$ cat src/rtl/owp_pkg.sv
// owp_pkg: shared width helpers for the output word packer.
package owp_pkg;
  function automatic int lvl_w(input int depth);
    return $clog2(depth) + 1;
  endfunction
  function automatic int cnt_w(input int width);
    return $clog2(width);
  endfunction
endpackage

$ cat src/rtl/out_word_packer_if.sv
// out_word_packer_if: serial bit stream in, packed word valid/ready out.
interface out_word_packer_if import owp_pkg::*; #(parameter int WIDTH = 8, parameter int DEPTH = 4);
  logic in_bit, in_valid, flush, clear_ovf, out_ready, out_valid, overflow;
  logic [WIDTH-1:0] out_data;
  logic [lvl_w(DEPTH)-1:0] level;
  modport master(output in_bit, in_valid, flush, clear_ovf, out_ready,
                 input out_data, out_valid, level, overflow);
  modport slave(input in_bit, in_valid, flush, clear_ovf, out_ready,
                output out_data, out_valid, level, overflow);
endinterface

$ cat src/rtl/out_word_packer_word_fifo.sv
// word_fifo: registered word FIFO with an independent level counter.
module word_fifo import owp_pkg::*; #(parameter int WIDTH = 8, parameter int DEPTH = 4) (
  input  logic                      clk,
  input  logic                      rst,
  input  logic                      push,
  input  logic [WIDTH-1:0]          push_data,
  input  logic                      pop,
  output logic [WIDTH-1:0]          head,
  output logic                      valid,
  output logic [lvl_w(DEPTH)-1:0]   level,
  output logic                      full
);
  localparam int AW = $clog2(DEPTH);
  logic [WIDTH-1:0] mem [DEPTH];
  logic [AW-1:0] wp, rp;
  logic [AW:0] nxt;
  assign head = mem[rp];
  assign full = level == (AW+1)'(DEPTH);
  assign nxt = level + {{AW{1'b0}}, push} - {{AW{1'b0}}, pop};
  always_ff @(posedge clk)
    if (rst) begin
      for (int i = 0; i < DEPTH; i++) mem[i] <= '0;
      wp <= '0;
      rp <= '0;
      level <= '0;
      valid <= 1'b0;
    end else begin
      if (push) begin
        mem[wp] <= push_data;
        wp <= wp + 1'b1;
      end
      if (pop) rp <= rp + 1'b1;
      level <= nxt;
      valid <= nxt != '0;
    end
endmodule

$ cat src/rtl/out_word_packer.sv
// out_word_packer: packs a bit-serial stream MSB-first into words and queues them.
module out_word_packer import owp_pkg::*; #(parameter int WIDTH = 8, parameter int DEPTH = 4) (
  input logic clk,
  input logic rst,
  out_word_packer_if.slave b
);
  localparam int CNT_W = cnt_w(WIDTH);
  localparam int LVL_W = lvl_w(DEPTH);
  localparam logic [CNT_W:0] WL = (CNT_W+1)'(WIDTH);
  typedef struct packed {
    logic req;
    logic [WIDTH-1:0] word;
  } push_req_t;
  push_req_t pr;
  logic [WIDTH-1:0] sh, nsh, head;
  logic [CNT_W-1:0] cnt;
  logic [CNT_W:0] n;
  logic [LVL_W-1:0] level;
  logic pop, full, valid, ovf;
  assign nsh = b.in_valid ? {sh[WIDTH-2:0], b.in_bit} : sh;
  assign n = {1'b0, cnt} + (CNT_W+1)'(b.in_valid);
  assign pr.req = n == WL || (b.flush && n != '0);
  // shifting by the missing bit count left-aligns a partial word and zero-pads it
  assign pr.word = nsh << (WL - n);
  assign pop = valid & b.out_ready;
  always_ff @(posedge clk)
    if (rst) begin
      sh <= '0;
      cnt <= '0;
      ovf <= 1'b0;
    end else begin
      sh <= nsh;
      cnt <= pr.req ? '0 : n[CNT_W-1:0];
      ovf <= (pr.req && full && !pop) || (ovf && !b.clear_ovf);
    end
  word_fifo #(.WIDTH(WIDTH), .DEPTH(DEPTH)) u_fifo (
    .clk(clk),
    .rst(rst),
    .push(pr.req && (!full || pop)),
    .push_data(pr.word),
    .pop(pop),
    .head(head),
    .valid(valid),
    .level(level),
    .full(full)
  );
  assign b.out_data = head;
  assign b.out_valid = valid;
  assign b.level = level;
  assign b.overflow = ovf;
endmodule

$ cat src/flat_wrapper.sv
// flat-port wrapper written by rule: the top's interface ports become plain ports
module out_word_packer_flat import owp_pkg::*;
#(parameter int WIDTH = 8, parameter int DEPTH = 4)
  (clk, rst, b_in_bit, b_in_valid, b_flush, b_clear_ovf, b_out_ready, b_out_data, b_out_valid, b_level, b_overflow);
  out_word_packer_if #(.WIDTH(WIDTH), .DEPTH(DEPTH)) b_i ();
  input logic clk;
  input logic rst;
  input wire logic [$bits(b_i.in_bit)-1:0] b_in_bit;
  input wire logic [$bits(b_i.in_valid)-1:0] b_in_valid;
  input wire logic [$bits(b_i.flush)-1:0] b_flush;
  input wire logic [$bits(b_i.clear_ovf)-1:0] b_clear_ovf;
  input wire logic [$bits(b_i.out_ready)-1:0] b_out_ready;
  output wire logic [$bits(b_i.out_data)-1:0] b_out_data;
  output wire logic [$bits(b_i.out_valid)-1:0] b_out_valid;
  output wire logic [$bits(b_i.level)-1:0] b_level;
  output wire logic [$bits(b_i.overflow)-1:0] b_overflow;
  assign b_i.in_bit = b_in_bit;
  assign b_i.in_valid = b_in_valid;
  assign b_i.flush = b_flush;
  assign b_i.clear_ovf = b_clear_ovf;
  assign b_i.out_ready = b_out_ready;
  assign b_out_data = b_i.out_data;
  assign b_out_valid = b_i.out_valid;
  assign b_level = b_i.level;
  assign b_overflow = b_i.overflow;
  out_word_packer #(.WIDTH(WIDTH), .DEPTH(DEPTH)) u_core (.clk(clk), .rst(rst), .b(b_i));
endmodule
$ cat config.mk
export PLATFORM = sky130hd
export DESIGN_NAME = out_word_packer_flat
export DESIGN_NICKNAME = d
export VERILOG_FILES = /design/src/rtl/owp_pkg.sv /design/src/rtl/out_word_packer_if.sv /design/src/rtl/out_word_packer_word_fifo.sv /design/src/rtl/out_word_packer.sv /design/src/flat_wrapper.sv
export SDC_FILE = /design/constraint.sdc
export NUM_CORES = 1
export LEC_CHECK = 0
export ABC_AREA = 1
export CAP_MARGIN = 30
export CORE_MARGIN = 2
export CORE_UTILIZATION = 58
export DETAILED_ROUTE_END_ITERATION = 8
export HOLD_SLACK_MARGIN = 0.02
export PLACE_DENSITY = 0.79
export SYNTH_ARGS = -nofsm -noshare
export SYNTH_HDL_FRONTEND = slang
export SYNTH_HIERARCHICAL = 1
export SYNTH_SLANG_ARGS = --single-unit
$ cat constraint.sdc
create_clock -name clk -period 3.1 [get_ports clk]
set_input_delay 0.465 -clock clk [delete_from_list [all_inputs] [get_ports clk]]
set_output_delay 0.465 -clock clk [all_outputs]
set_load 0.005 [all_outputs]
==> flow_summary_export.csv, run 1 <==
group,metric,value,unit
routing,routed_wl,4960,um
layout,drive_gt1_share,12.3,%
worst_setup_path,regToRegStartpoint,"u_core/cnt[0]",
sta,relSlewSlack,63.6,%
power,ir_worst_vdd,0.356,mV
yosys,synth_area,2670,um^2
global_routing,grt_usage,21.4,%
routing,vias,2121,
clock_tree,cts_sinks,54,
yosys,syn-mean-instance-area,8.38,um^2
hold_path,hold_path.class,"flop to flop",
worst_setup_path,critPathRequiredTime,3120,ps
clock_tree,cts.path.max_buffers,2,
power,power.density,643,nW/um^2
global_routing,grt_first_pass_wirelength,8720,um
clock_tree,clk_latency,300,ps
power,leakagePower,1.36,nW
floorplan,rows,24,
placement,dp_hpwl,3820,um
yosys,synth_area_leaders,"edfxtp_1, dfxtp_1, nand2_1, nor2_1, nand3_1",
yosys,muxShareOfSynthArea,0,%
global_routing,grt_pass1_vias,2008,
yosys,synth_xor_area_share,0,%
placement,dp.cells,395,
hold_path,hp-start,"u_core/u_fifo/rp[1]",
yosys,synth_top_family_by_area,"simple AND/OR/NAND/NOR gates",
routing,drt_iter0_drc,175,
layout,fill_cells,348,
placement,portBuffers,19,
routing,detail-route-antenna-nets,0,
worst_setup_path,worst-setup-path-type,"input pin to flop",
yosys,synth_seq_cells,54,
floorplan,initial_utilization,61.0,%
global_routing,grt_max_degree,18,
yosys,ys_warn_count,6,
worst_setup_path,cp_max_fo,8,
yosys,synth_compound_area_share,8.61,%
clock_tree,cts_resized,0,
yosys,synthSimpleGateAreaFrac,27.3,%
yosys,yosysSeqAreaShare,52.4,%
sta,tightest_slew,545,ps
power,p_int,0.00132,W
sta,fin_crit_sh,89.1,%
worst_setup_path,worstSetupStartpoint,"b_in_valid",
sta,fin_crit,2760,ps
sta,grt_setup_unrepaired,"false",
sta,finalSetupViolations,0,
power,pwr-share-clk,20.8,%
clock_tree,numCtsBuffers,5,
power,p_seq_share,45.7,%
layout,stdcell_count,403,
sta,hold_viol,0,
clock_tree,clkTransAtPathRegs,90,ps
sta,fin_skew,7.34,ps
routing,drc,0,
floorplan,die-area,5170,um^2
power,switching_share,32.8,%
clock_tree,cts.htree.levels,2,
layout,diodes,0,
sta,fmax,362,MHz
clock_tree,cts_tree,"yes",
yosys,synth_nets,332,
clock_tree,root_buffer,"clkbuf_8",
power,power_switching,0.000645,W
layout,finalNetCount,363,
worst_setup_path,critPathArrivalTime,2780,ps
global_routing,overflow,0,
yosys,syn-instance-count,319,
layout,syn2layout_area_growth,14.3,%
floorplan,top_level_ports,20,
power,combPwrFrac,33.5,%
global_routing,antenna_found_initial,0,
floorplan,core_area,4380,um^2
sta,maxSlewViolCount,0,
yosys,synth.distinct_cells,27,
routing,via_per_inst,5.26,
floorplan,die_w,71.9,um
routing,dr.pass1.iters,4,
yosys,yosys.area.top_type,"edfxtp_1",
routing,wl_per_cell,12.3,um
job,cap_violations,0,
worst_setup_path,end_kind,"flop",
clock_tree,cts_hold_buffers,0,
placement,gp_congestion,0.865,
yosys,yosysTopAreaCellShare,36.0,%
worst_setup_path,startpoint_type,"input pin",
sta,fin_tns_setup,0,ps
yosys,synthAdderAreaFrac,3.09,%
run_status,outcome,"complete, no violations",
clock_tree,post-cts-setup-buffers,0,
floorplan,die_h,71.9,um
[layout by cell type (no fill, tap or decap)]
cell type,count
edfxtp_1,32
a21oi_2,1
clkdlybuf4s50_1,19
a21oi_1,11
nand3_1,33
inv_2,6
inv_4,2
fa_1,1
o21ai_0,17
nand3_2,3
o21ai_2,3
and2_1,2
ha_1,5
nand2_2,4
clkbuf_8,6
o22ai_1,8
nor2_4,1
nor2_2,1
dfxtp_1,22
inv_1,34
inv_6,1
clkinvlp_4,1
clkinv_2,1
o21ai_1,1
nor2_1,61
nand3_4,1
nand2_1,62
buf_4,12
[layout make-up]
type                            instances  area [um^2]  area share [%]
Sequential cell                        54         1400            45.9
Multi-Input combinational cell        215         1040            34.1
Timing Repair Buffer                   31          280            9.17
Inverter                               43          168            5.49
Clock buffer                            6         82.6            2.70
Tap cell                               52         65.1            2.13
Clock inverter                          2         16.3           0.532
[sequential cells by signal (all words and copies together), names as in the netlist, named ones only]
register,flops
u_core/sh,8
u_core/u_fifo/wp,2
u_core/u_fifo/rp,2
u_core/u_fifo/mem,32
u_core/cnt,3
u_core/u_fifo/valid,1
u_core/u_fifo/level,3
u_core/b.overflow,1
[synth_stat cells]
cell / number
o21ai_2: 3
nand3_2: 3
o21ai_0: 17
buf_4: 1
clkinv_2: 1
nand2_2: 4
buf_2: 1
o22ai_1: 8
nor2_1: 61
nand3_4: 1
nor2_2: 1
fa_1: 1
dfxtp_1: 22
inv_1: 34
ha_1: 5
edfxtp_1: 32
nand3_1: 33
inv_4: 2
nand2_1: 62
a21oi_2: 1
buf_6: 4
o21ai_1: 1
and2_1: 2
inv_2: 6
nor2_4: 1
a21oi_1: 11
clkbuf_1: 1
[kinds of logic after synthesis]
kind of cell | Yosys count
adder cells (fa/ha/maj) | 6
buffers and inverters | 50
AND/OR/NAND/NOR | 168
AO/OA/AOI/OAI | 41
flip-flops | 54
[power groups by stage]
stage | clock (W) | sequential [W] | combinational (W)
after floorplan | 0 | 0.000898 | 0.000436
after global placement | 0 | 0.000913 | 0.000636
after detailed placement | 0 | 0.000914 | 0.000657
after CTS | 0.000423 | 0.000898 | 0.000660
after global routing | 0.000447 | 0.000910 | 0.000748
final | 0.000409 | 0.000897 | 0.000658
[critical path, stage by stage]
cell	delay [ps]
clkdlybuf4s50_1	420
ha_1	220
ha_1	290
inv_1	80
ha_1	200
nand3_2	100
nand2_1	80
nand2_1	80
nor2_1	140
buf_4	140
nand2_1	80
o21ai_0	240
buf_4	230
[metal layers]
layer	track usage, %	vias to the layer above	wire [um]
met1	27.0	957	2160
met5	0	-	0
met3	2.95	4	182
met2	38.9	56	2590
li1	-	1104	-
met4	5.03	0	29
[metrics by stage]
step	total power [W]	setup WS, ps	hold WS [ps]	utilization, %	cell area (um^2)
floorplan	0.00133	253	412	-	2670
global placement	0.00155	92.5	430	67.4	2960
detailed placement	0.00157	10.1	433	67.4	2960
CTS	0.00198	345	449	69.7	3060
global route	0.00211	157	479	69.7	3060
finish	0.00196	339	447	69.7	3060
[final timing paths]
check	to	slack (ps)	cells past startpoint
max	u_core/u_fifo/mem[3][7]	340	13
min	u_core/u_fifo/rp[1]	450	1
max reg2reg	u_core/u_fifo/mem[3][7]	660	12
min reg2reg	u_core/u_fifo/rp[1]	450	1
Power figures use the tool's default switching activity.
==> inputs of run 2 (changes only) <==
- CORE_UTILIZATION: 58 -> 55
- PLACE_DENSITY: 0.79 -> 0.76
==> run 2 against run 1 <==
Register-to-register slack barely moved. Flip-flop and latch count did not move. Hold slack improved by 3.4 ps. Via count rose by 0.85%. Die area rose by 5.2%. Worst setup slack improved by 6.9 ps. Largest cell class unchanged. First-iteration DRC count fell by 19%.
==> flow_summary_export.csv, run 2 (synthesis gave the netlist of run 1 again) <==
group,metric,value,unit
run_status,outcome,"complete, no violations",
layout,final_cell_mix,"nand2_1, nor2_1, inv_1, nand3_1, edfxtp_1",
global_routing,grt_usage,20.2,%
clock_tree,cts_sinks,54,
layout,largest_reg_flops,32,
power,p_seq_share,45.8,%
clock_tree,clk_latency,310,ps
clock_tree,cts_hold_buffers,0,
power,pwr-share-clk,19.8,%
placement,pre_cts_slack,14.1,ps
placement,portBuffers,19,
global_routing,grt_first_pass_wirelength,8400,um
power,power.density,637,nW/um^2
sta,tightest_slew,435,ps
power,combPwrFrac,34.4,%
worst_setup_path,crit_top_cell,"ha_1",
sta,hold_viol,0,
sta,fmax,363,MHz
global_routing,grt_max_degree,18,
global_routing,overflow,0,
sta,fin_tns_setup,0,ps
layout,mostFrequentLayoutCell,"nand2_1",
routing,vias,2139,
routing,drc,0,
global_routing,antenna_found_initial,0,
worst_setup_path,critPathRequiredTime,3300,ps
worst_setup_path,worstRegToRegCells,14,
floorplan,initial_utilization,57.0,%
routing,wl_per_cell,12.3,um
floorplan,core_area,4690,um^2
layout,syn2layout_area_growth,14.6,%
sta,fin_crit,2750,ps
sta,worst_slack,346,ps
worst_setup_path,end_kind,"flop",
power,switching_share,33.2,%
layout,top_register,"u_core/u_fifo/mem",
clock_tree,clkTransAtPathRegs,90,ps
sta,grt_setup_unrepaired,"false",
clock_tree,cts_tree,"yes",
power,leakagePower,1.36,nW
layout,top_regs,"u_core/u_fifo/mem (32), u_core/sh (8)",
hold_path,hp-start,"u_core/u_fifo/rp[1]",
sta,relSlewSlack,70.9,%
worst_setup_path,crit_family,"adder cells",
worst_setup_path,r2r-end,"u_core/u_fifo/valid",
worst_setup_path,crit_chain,"clkdlybuf4s50_1 > ha_1 > ha_1 > inv_1 > ha_1 > nand3_2 > nand2_1 > nand2_1 > nor2_1 > ha_1 > fa_1 > inv_1 > nor2_1 > nor2_1 > nand2_1",
layout,finalNetCount,365,
layout,diodes,0,
power,power_switching,0.000648,W
clock_tree,numCtsBuffers,5,
power,p_int,0.00130,W
worst_setup_path,critPathSlowestCell,"clkdlybuf4s50_1",
routing,detail-route-antenna-nets,0,
hold_path,hold_path_end,"u_core/u_fifo/rp[1]",
job,cap_violations,0,
worst_setup_path,worst-setup-path-type,"input pin to flop",
worst_setup_path,critPathArrivalTime,2960,ps
routing,routed_wl,5000,um
worst_setup_path,cp_max_fo,3,
floorplan,die_w,73.7,um
sta,fin_crit_sh,88.8,%
clock_tree,root_buffer,"clkbuf_8",
worst_setup_path,regToRegStartpoint,"u_core/cnt[0]",
layout,drive_gt1_share,12.5,%
floorplan,die_h,73.7,um
clock_tree,cts.htree.levels,2,
floorplan,top_level_ports,20,
clock_tree,post-cts-setup-buffers,0,
clock_tree,cts.path.max_buffers,2,
power,ir_worst_vdd,0.398,mV
sta,finalSetupViolations,0,
worst_setup_path,path_buf_inv,3,
routing,dr.pass1.iters,4,
sta,fin_skew,8.67,ps
placement,dp_hpwl,3830,um
worst_setup_path,rrSetupSlack,660,ps
hold_path,hold_path.class,"flop to flop",
routing,drt_iter0_drc,141,
floorplan,die-area,5430,um^2
worst_setup_path,startpoint_type,"input pin",
hold_path,holdPathStages,1,
floorplan,rows,25,
global_routing,grt_pass1_vias,1967,
sta,maxSlewViolCount,0,
clock_tree,cts_resized,0,
placement,gp_congestion,0.844,
routing,via_per_inst,5.26,
worst_setup_path,cpPeakStageDelay,420,ps
run 2: cell count changes in the layout (fill, tap and decap cells not counted), sizes merged:
| cell | previous run | this run |
|---|---|---|
| clkinvlp | 1 | 2 |
| inv | 43 | 42 |
| buf | 12 | 14 |
run 2: power groups by stage:
stage               clock, W  combinational [W]  sequential [W]
floorplan                  0           0.000436        0.000898
global placement           0           0.000655        0.000909
detailed placement         0           0.000675        0.000910
CTS                 0.000398           0.000677        0.000894
global route        0.000425           0.000758        0.000903
finish              0.000386           0.000672        0.000893
run 2: cell type report:
| cell class | instances | area (um^2) |
|---|---|---|
| Clock inverter | 2 | 15.0 |
| Multi-Input combinational cell | 215 | 1040 |
| Timing Repair Buffer | 33 | 295 |
| Sequential cell | 54 | 1400 |
| Clock buffer | 6 | 72.6 |
| Tap cell | 54 | 67.6 |
| Fill cell | 414 | 1630 |
| Inverter | 43 | 168 |
run 2: per-layer routing:
metal / vias to the layer above / track usage (%) / part of all wire, %
met5: - / 0 / 0
met4: 0 / 5.45 / 1.4
met3: 7 / 4.25 / 4.1
met2: 44 / 36.7 / 51
met1: 973 / 24.0 / 43
li1: 1115 / - / -
run 2: metrics by stage:
stage / utilization [%] / power [W] / cells / hold slack, ps / area [um^2]
final: 65.3 / 0.00195 / 407 / 451 / 3060
after global routing: 65.3 / 0.00209 / 407 / 468 / 3060
after CTS: 65.3 / 0.00197 / 407 / 447 / 3060
after detailed placement: 63.4 / 0.00158 / 399 / 430 / 2970
after global placement: 63.4 / 0.00156 / 399 / 431 / 2970
after floorplan: - / 0.00133 / 319 / 412 / 2670
run 2: worst reg2reg max path: stages, from the launching register on:
cell     delay (ps)
dfxtp_1         310
ha_1            190
ha_1            290
inv_1            80
ha_1            200
nand3_2         100
nand2_1          80
nand2_1          90
nor2_1          150
ha_1            180
fa_1            410
inv_1            70
nor2_1           50
nor2_1          110
nand2_1          50
run 2: worst max-delay path by stage:
stage,from,slack (ps),to,cells after the start
2_1_floorplan,b_in_valid,250,u_core/u_fifo/mem[3][0],11
3_3_place_gp,b_in_valid,80,u_core/u_fifo/valid,15
3_5_place_dp,b_in_valid,10,u_core/u_fifo/mem[0][2],14
4_1_cts,b_in_valid,340,u_core/u_fifo/mem[0][0],14
5_1_grt,b_in_valid,190,u_core/u_fifo/valid,15
6_report,b_in_valid,350,u_core/u_fifo/valid,15
